===== config.mk =====
export PLATFORM = sky130hd
export DESIGN_NAME = tx_sequencer
export DESIGN_NICKNAME = d
export VERILOG_FILES = /design/src/rtl/tx_sequencer_pkg.sv /design/src/rtl/tx_sequencer_bit_time_gen.sv /design/src/rtl/tx_sequencer.sv
export SDC_FILE = /design/constraint.sdc
export NUM_CORES = 1
export LEC_CHECK = 0
export ABC_AREA = 1
export CORE_MARGIN = 2
export CORE_UTILIZATION = 48
export DETAILED_ROUTE_END_ITERATION = 7
export GPL_TIMING_DRIVEN = 0
export PLACE_DENSITY = 0.69
export SETUP_SLACK_MARGIN = 0.5
export SYNTH_ARGS = -nofsm -noshare
export SYNTH_HDL_FRONTEND = slang
export SYNTH_SLANG_ARGS = --single-unit

===== constraint.sdc =====
create_clock -name Clk -period 2.6 [get_ports Clk]
set_input_delay 0.26 -clock Clk [delete_from_list [all_inputs] [get_ports Clk]]
set_output_delay 0.26 -clock Clk [all_outputs]
set_load 0.02 [all_outputs]

===== src/rtl/tx_sequencer_pkg.sv =====
// Shared types and constants for the UART transmit sequencer.
// Holds state encodings, frame geometry and the frame builder.
package tx_sequencer_pkg;

    typedef enum logic [1:0] {
        IDLE  = 2'd0,
        LOAD  = 2'd1,
        SHIFT = 2'd2
    } state_e;

    localparam int unsigned FRAME_BITS = 11;
    localparam int unsigned BIT_CNT_W  = 4;
    localparam logic        IDLE_LEVEL = 1'b1;

    // Assemble the LSB-first frame: start, data, optional parity, stop bits.
    function automatic logic [FRAME_BITS-1:0] build_frame(
        input logic [7:0] d,
        input logic       eight,
        input logic       pen,
        input logic       ohel
    );
        logic [7:0] data;
        logic       par;
        logic       b8;
        logic       b9;
        data = eight ? d : {1'b0, d[6:0]};
        par  = ohel ? ~^data : ^data;
        b8   = eight ? d[7] : (pen ? par : IDLE_LEVEL);
        b9   = eight ? (pen ? par : IDLE_LEVEL) : IDLE_LEVEL;
        return {IDLE_LEVEL, b9, b8, d[6:0], 1'b0};
    endfunction

endpackage


===== src/rtl/tx_sequencer_bit_time_gen.sv =====
// Bit-time generator: counts 0..k-1 while enabled and flags the last clock of each bit.
// en is the next-cycle enable so btu can be registered and still align with the count.
module bit_time_gen #(
    parameter int unsigned BAUD_W = 20
) (
    input  logic              Clk,
    input  logic              Rst,
    input  logic              en,
    input  logic [BAUD_W-1:0] k,
    output logic              btu
);

    logic [BAUD_W-1:0] cnt_q;
    logic [BAUD_W-1:0] cnt_d;
    logic [BAUD_W-1:0] k_last;
    logic              run_q;

    // A divisor of 0 behaves as 1: every clock is a bit-time-up.
    assign k_last = (k == '0) ? '0 : k - BAUD_W'(1);

    always_comb begin
        cnt_d = '0;
        if (run_q && !btu) begin
            cnt_d = cnt_q + BAUD_W'(1);
        end
    end

    always_ff @(posedge Clk) begin
        if (!Rst || !en) begin
            cnt_q <= '0;
            run_q <= 1'b0;
            btu   <= 1'b0;
        end else begin
            cnt_q <= cnt_d;
            run_q <= 1'b1;
            btu   <= (cnt_d == k_last);
        end
    end

endmodule


===== src/rtl/tx_sequencer.sv =====
// UART transmit sequencer: latches a byte, frames it and shifts it out at the baud rate.
// Optional TX_HOLD_EN adds a one-byte holding register for back-to-back frames.
module tx_sequencer
    import tx_sequencer_pkg::*;
#(
    parameter int unsigned BAUD_W = 20
) (
    input  logic              Clk,
    input  logic              Rst,
    input  logic              load,
    input  logic [7:0]        din,
    input  logic              eight,
    input  logic              pen,
    input  logic              ohel,
    input  logic [BAUD_W-1:0] baud_k,
    output logic              tx,
    output logic              txrdy,
    output logic              busy,
    output logic              btu
);

    state_e                  state_q;
    state_e                  state_d;
    logic [FRAME_BITS-1:0]   shift_q;
    logic [BIT_CNT_W-1:0]    bitcnt_q;
    logic                    txrdy_q;
    logic                    busy_q;
    logic                    txrdy_d;
    logic                    busy_d;
    logic [7:0]              lat_din_q;
    logic                    lat_eight_q;
    logic                    lat_pen_q;
    logic                    lat_ohel_q;
    logic [BAUD_W-1:0]       lat_k_q;
    logic                    take_load;
    logic                    latch_cfg;
    logic [7:0]              latch_din;
    logic                    done;
    logic                    bt_en;
`ifdef TX_HOLD_EN
    logic                    take_hold;
    logic                    hold_wr;
    logic                    hold_full_q;
    logic                    hold_full_d;
    logic [7:0]              hold_q;
`endif

    assign tx    = shift_q[0];
    assign txrdy = txrdy_q;
    assign busy  = busy_q;
    assign done  = (state_q == SHIFT) && btu && (bitcnt_q == BIT_CNT_W'(FRAME_BITS - 1));
    assign bt_en = (state_d == SHIFT);

    always_ff @(posedge Clk) begin
        if (!Rst) begin
            state_q <= IDLE;
        end else begin
            state_q <= state_d;
        end
    end

    always_comb begin
        state_d   = state_q;
        take_load = 1'b0;
        txrdy_d   = txrdy_q;
        busy_d    = busy_q;
        latch_cfg = 1'b0;
        latch_din = din;
`ifdef TX_HOLD_EN
        take_hold   = 1'b0;
        hold_wr     = 1'b0;
        hold_full_d = hold_full_q;
`endif
        case (state_q)
            IDLE: begin
`ifdef TX_HOLD_EN
                if (hold_full_q) begin
                    state_d   = LOAD;
                    take_hold = 1'b1;
                end else if (load) begin
                    state_d   = LOAD;
                    take_load = 1'b1;
                end
`else
                if (load) begin
                    state_d   = LOAD;
                    take_load = 1'b1;
                end
`endif
            end
            LOAD: state_d = SHIFT;
            SHIFT: begin
                if (done) begin
`ifdef TX_HOLD_EN
                    if (hold_full_q) begin
                        state_d   = LOAD;
                        take_hold = 1'b1;
                    end else begin
                        state_d = IDLE;
                    end
`else
                    state_d = IDLE;
`endif
                end
            end
            default: state_d = IDLE;
        endcase
`ifdef TX_HOLD_EN
        hold_wr     = load && !hold_full_q && !take_load;
        hold_full_d = (hold_full_q && !take_hold) || hold_wr;
        txrdy_d     = !hold_full_d;
        latch_cfg   = take_load || take_hold;
        latch_din   = take_hold ? hold_q : din;
`else
        txrdy_d     = (state_d == IDLE);
        latch_cfg   = take_load;
`endif
        busy_d = (state_d != IDLE);
    end

    // Framing datapath: configuration latch, shift register and bit counter.
    always_ff @(posedge Clk) begin
        if (!Rst) begin
            shift_q     <= {FRAME_BITS{IDLE_LEVEL}};
            bitcnt_q    <= '0;
            txrdy_q     <= 1'b1;
            busy_q      <= 1'b0;
            lat_din_q   <= '0;
            lat_eight_q <= 1'b0;
            lat_pen_q   <= 1'b0;
            lat_ohel_q  <= 1'b0;
            lat_k_q     <= '0;
        end else begin
            txrdy_q <= txrdy_d;
            busy_q  <= busy_d;
            if (latch_cfg) begin
                lat_din_q   <= latch_din;
                lat_eight_q <= eight;
                lat_pen_q   <= pen;
                lat_ohel_q  <= ohel;
                lat_k_q     <= baud_k;
            end
            if (state_q == LOAD) begin
                shift_q  <= build_frame(lat_din_q, lat_eight_q, lat_pen_q, lat_ohel_q);
                bitcnt_q <= '0;
            end else if ((state_q == SHIFT) && btu) begin
                shift_q  <= {IDLE_LEVEL, shift_q[FRAME_BITS-1:1]};
                bitcnt_q <= done ? '0 : bitcnt_q + BIT_CNT_W'(1);
            end
        end
    end

`ifdef TX_HOLD_EN
    always_ff @(posedge Clk) begin
        if (!Rst) begin
            hold_full_q <= 1'b0;
            hold_q      <= '0;
        end else begin
            hold_full_q <= hold_full_d;
            if (hold_wr) begin
                hold_q <= din;
            end
        end
    end
`endif

    bit_time_gen #(
        .BAUD_W (BAUD_W)
    ) u_bit_time_gen (
        .Clk (Clk),
        .Rst (Rst),
        .en  (bt_en),
        .k   (lat_k_q),
        .btu (btu)
    );

endmodule

==> impl_metrics.yaml <==
outcome:
  outcome: "completed"
die:
  start_util_pct: 49.6
  die_h_um: 96.2
  die_w_um: 96.2
  die_area_mm2: 0.00925
  rows: 33
  coreArea_mm2: 0.00822
  ios: 38
clock_network:
  cts_buffers: 9
  cts_sinks: 71
  hold_buffers: 0
  clkSlewWorstSetupHoldPaths_ns: 0.09
  cts_tree: "yes"
  cts_root_buf: "clkbuf_8"
  clk_latency_ns: 0.34
  cts_htree_levels: 3
  cts_buffer_depth: 2
power:
  peakVddDrop_v: 0.000317
  p_leak_nw: 2.20
  pwr_density_cell_mw_per_mm2: 572
global_routing:
  grt_max_degree: 14
  grt_pass1_wl_um: 16200
  grt_remaining_overflow: 0
  antenna_found_initial: 0
  globalRouteTotalUtil_pct: 22.2
  grt_pass1_vias: 3531
logic_synthesis:
  synth_edf_count: 0
  synthDistinctLibCells: 37
  syn_area_mm2: 0.00408
  synth_top_area_share_pct: 34.8
  ys_ff_latch: 71
  synth_common_cells: "154 x nand2_1, 138 x nor2_1, 85 x inv_1, 71 x dfxtp_1, 55 x nand3_1"
  syn_avg_cell_area_um2: 6.25
  synthTopCellsByArea: "dfxtp_1 35%, nand2_1 14%, nor2_1 13%, inv_1 7.8%, nand3_1 6.7%"
  synth_top_flop_cell: "dfxtp_1"
  synthCells: 653
  yosysWarnings: 0
  synthArstFlopShare_pct: 0
  synth.yosys.seq_area_share_pct: 34.8
  yosysTopAreaCell: "dfxtp_1"
  synth_most_common_cell: "nand2_1"
  synth_nets: 691
worst_setup_path:
  path_class: "flop to flop"
  worstPathRequired_ns: 2.85
  startpoint_type: "flop"
  crit_start: "u_bit_time_gen.btu$_SDFF_PN0_"
  end_kind: "flop"
  rr_worst_depth: 11
  cp.arrival_ns: 2.25
  crit_fanout: 10
  r2r-start: "u_bit_time_gen.btu$_SDFF_PN0_"
finish:
  nets: 744
  fillCellCount: 789
  multiInputGateArea_mm2: 0.00229
  n_antenna_cell: 0
  regArea_mm2: 0.00143
  drive_gt1_share_pct: 7.46
  final_cells: 815
  syn2layout_area_growth_pct: 19.6
sta:
  finalHoldViolCount: 0
  finalCritPeriodShare_pct: 77.0
  fmax_mhz: 500
  finalMaxSlewViolations: 0
  finalSetupViolCount: 0
  fin_crit_ns: 2.00
  rsz0062_at_grt: "true"
  worst_pin_slew_ns: 0.434
  fin_setup_tns_ns: 0
  slew-limit-headroom_pct: 70.7
  fin_skew_ns: 0.0111
drt:
  first_iter_violations: 187
  avgRoutedWirePerCell_um: 11.7
  drtAntennaViolNets: 0
  first_pass_iters: 4
  vias: 4036
  remaining_drc_errors: 0
  drt_wl_total_um: 9520
  viasPerCell: 4.95
placement:
  dpl.hpwl_um: 7470
  numPortBuffers: 37
  gp_congestion: 0.903
  dp.cells: 795
hold_path:
  holdPathStages: 2
  min_from: "bitcnt_q[3]$_SDFFE_PP0P_"
  hp-class: "flop to flop"
flow_run:
  cap_viol_max_count: 0
## critical path: stages, from the launching register on
cell,delay [ns]
dfxtp_1,0.36
inv_1,0.09
nand2_1,0.19
clkinv_1,0.29
buf_2,0.29
nand3_1,0.18
nor2_1,0.07
nor2_1,0.09
nand2_1,0.06
nor2_1,0.12
nand2_1,0.07
nor3_2,0.14
## path summary, 6_finish.rpt
kind	end	slack [ns]
worst max-delay path	u_bit_time_gen.btu$_SDFF_PN0_	0.60
worst min-delay path	bitcnt_q[3]$_SDFFE_PP0P_	0.48
worst max register to register	u_bit_time_gen.btu$_SDFF_PN0_	0.60
worst min register to register	bitcnt_q[3]$_SDFFE_PP0P_	0.48
## area by class of cell
class                      instances  area share (%)
buffer                            17            1.69
clock buffer                       9            2.54
clock inverter                     6            1.92
inverter                          87            6.69
multi-input combinational        478            46.9
sequential                        71            29.2
tap                              105            2.69
timing repair buffer              42            8.36
## timing repair
item	in CTS	in global routing
resized for setup	3	15
buffers inserted	2	3
pin swaps	2	2
endpoints found under the setup margin	1	17
gates cloned	0	0
## flip-flops by register name, indices dropped and copies added (netlist names)
signal and count:
lat_eight_q 1, lat_ohel_q 1, lat_din_q 8, bitcnt_q 4, lat_k_q 20, u_bit_time_gen.btu 1, u_bit_time_gen.run_q 1, busy 1
txrdy 1, state_q 2, u_bit_time_gen.cnt_q 20, lat_pen_q 1, shift_q 10
## cell families after synthesis
kind of cell | count (synthesis) | share of synthesized area [%]
adder cells (fa/ha/maj) | 4 | 1.23
AO/OA/AOI/OAI | 85 | 11.9
buffers and inverters | 104 | 9.97
AND/OR/NAND/NOR | 376 | 39.3
flip-flops | 71 | 34.8
XOR/XNOR | 13 | 2.79
## per-layer routing
metal	part of all wire, %	track usage [%]	vias to the layer above
met5	0	0	-
met4	0.74	5.83	0
met3	3.6	3.21	8
met2	45	34.6	71
met1	51	32.0	1779
li1	-	-	2178
## report_power, final
group	total, W	switching, W	internal [W]
Clock	0.000974	0.000430	0.000543
Sequential	0.00120	0.0000535	0.00115
Combinational	0.000614	0.000368	0.000246
## cell usage in the layout (no fill, tap or decap), types with 2 or more instances in the layout
master,synthesis,routed
clkbuf_1,13,11
clkdlybuf4s50_1,0,37
nor3_1,3,3
buf_4,0,5
ha_1,4,3
a21oi_1,28,28
nand3_2,4,4
inv_6,0,2
nor2_4,2,3
inv_2,1,2
clkbuf_2,0,2
xor2_1,7,7
clkbuf_8,0,9
nand2_1,154,153
inv_1,85,84
nand4_1,9,9
bufinv_16,0,2
nor2_1,138,134
o21ai_0,41,40
nand3_1,55,55
dfxtp_1,71,69
buf_6,2,2
nor2_2,6,9
xnor2_1,6,6
o311ai_0,6,6
## through the flow
stage / total power, W / setup WS [ns] / cell area (µm²) / util (%) / hold WS [ns]
2_1_floorplan: 0.00165 / 0.871 / 4080 / - / 0.427
3_3_place_gp: 0.00181 / 0.439 / 4580 / 55.7 / 0.453
3_5_place_dp: 0.00182 / 0.412 / 4580 / 55.7 / 0.461
4_1_cts: 0.00279 / 0.503 / 4820 / 58.7 / 0.482
5_1_grt: 0.00296 / 0.454 / 4880 / 59.4 / 0.506
6_report: 0.00279 / 0.598 / 4880 / 59.4 / 0.480
No activity file was read; power rests on OpenSTA's default activity.
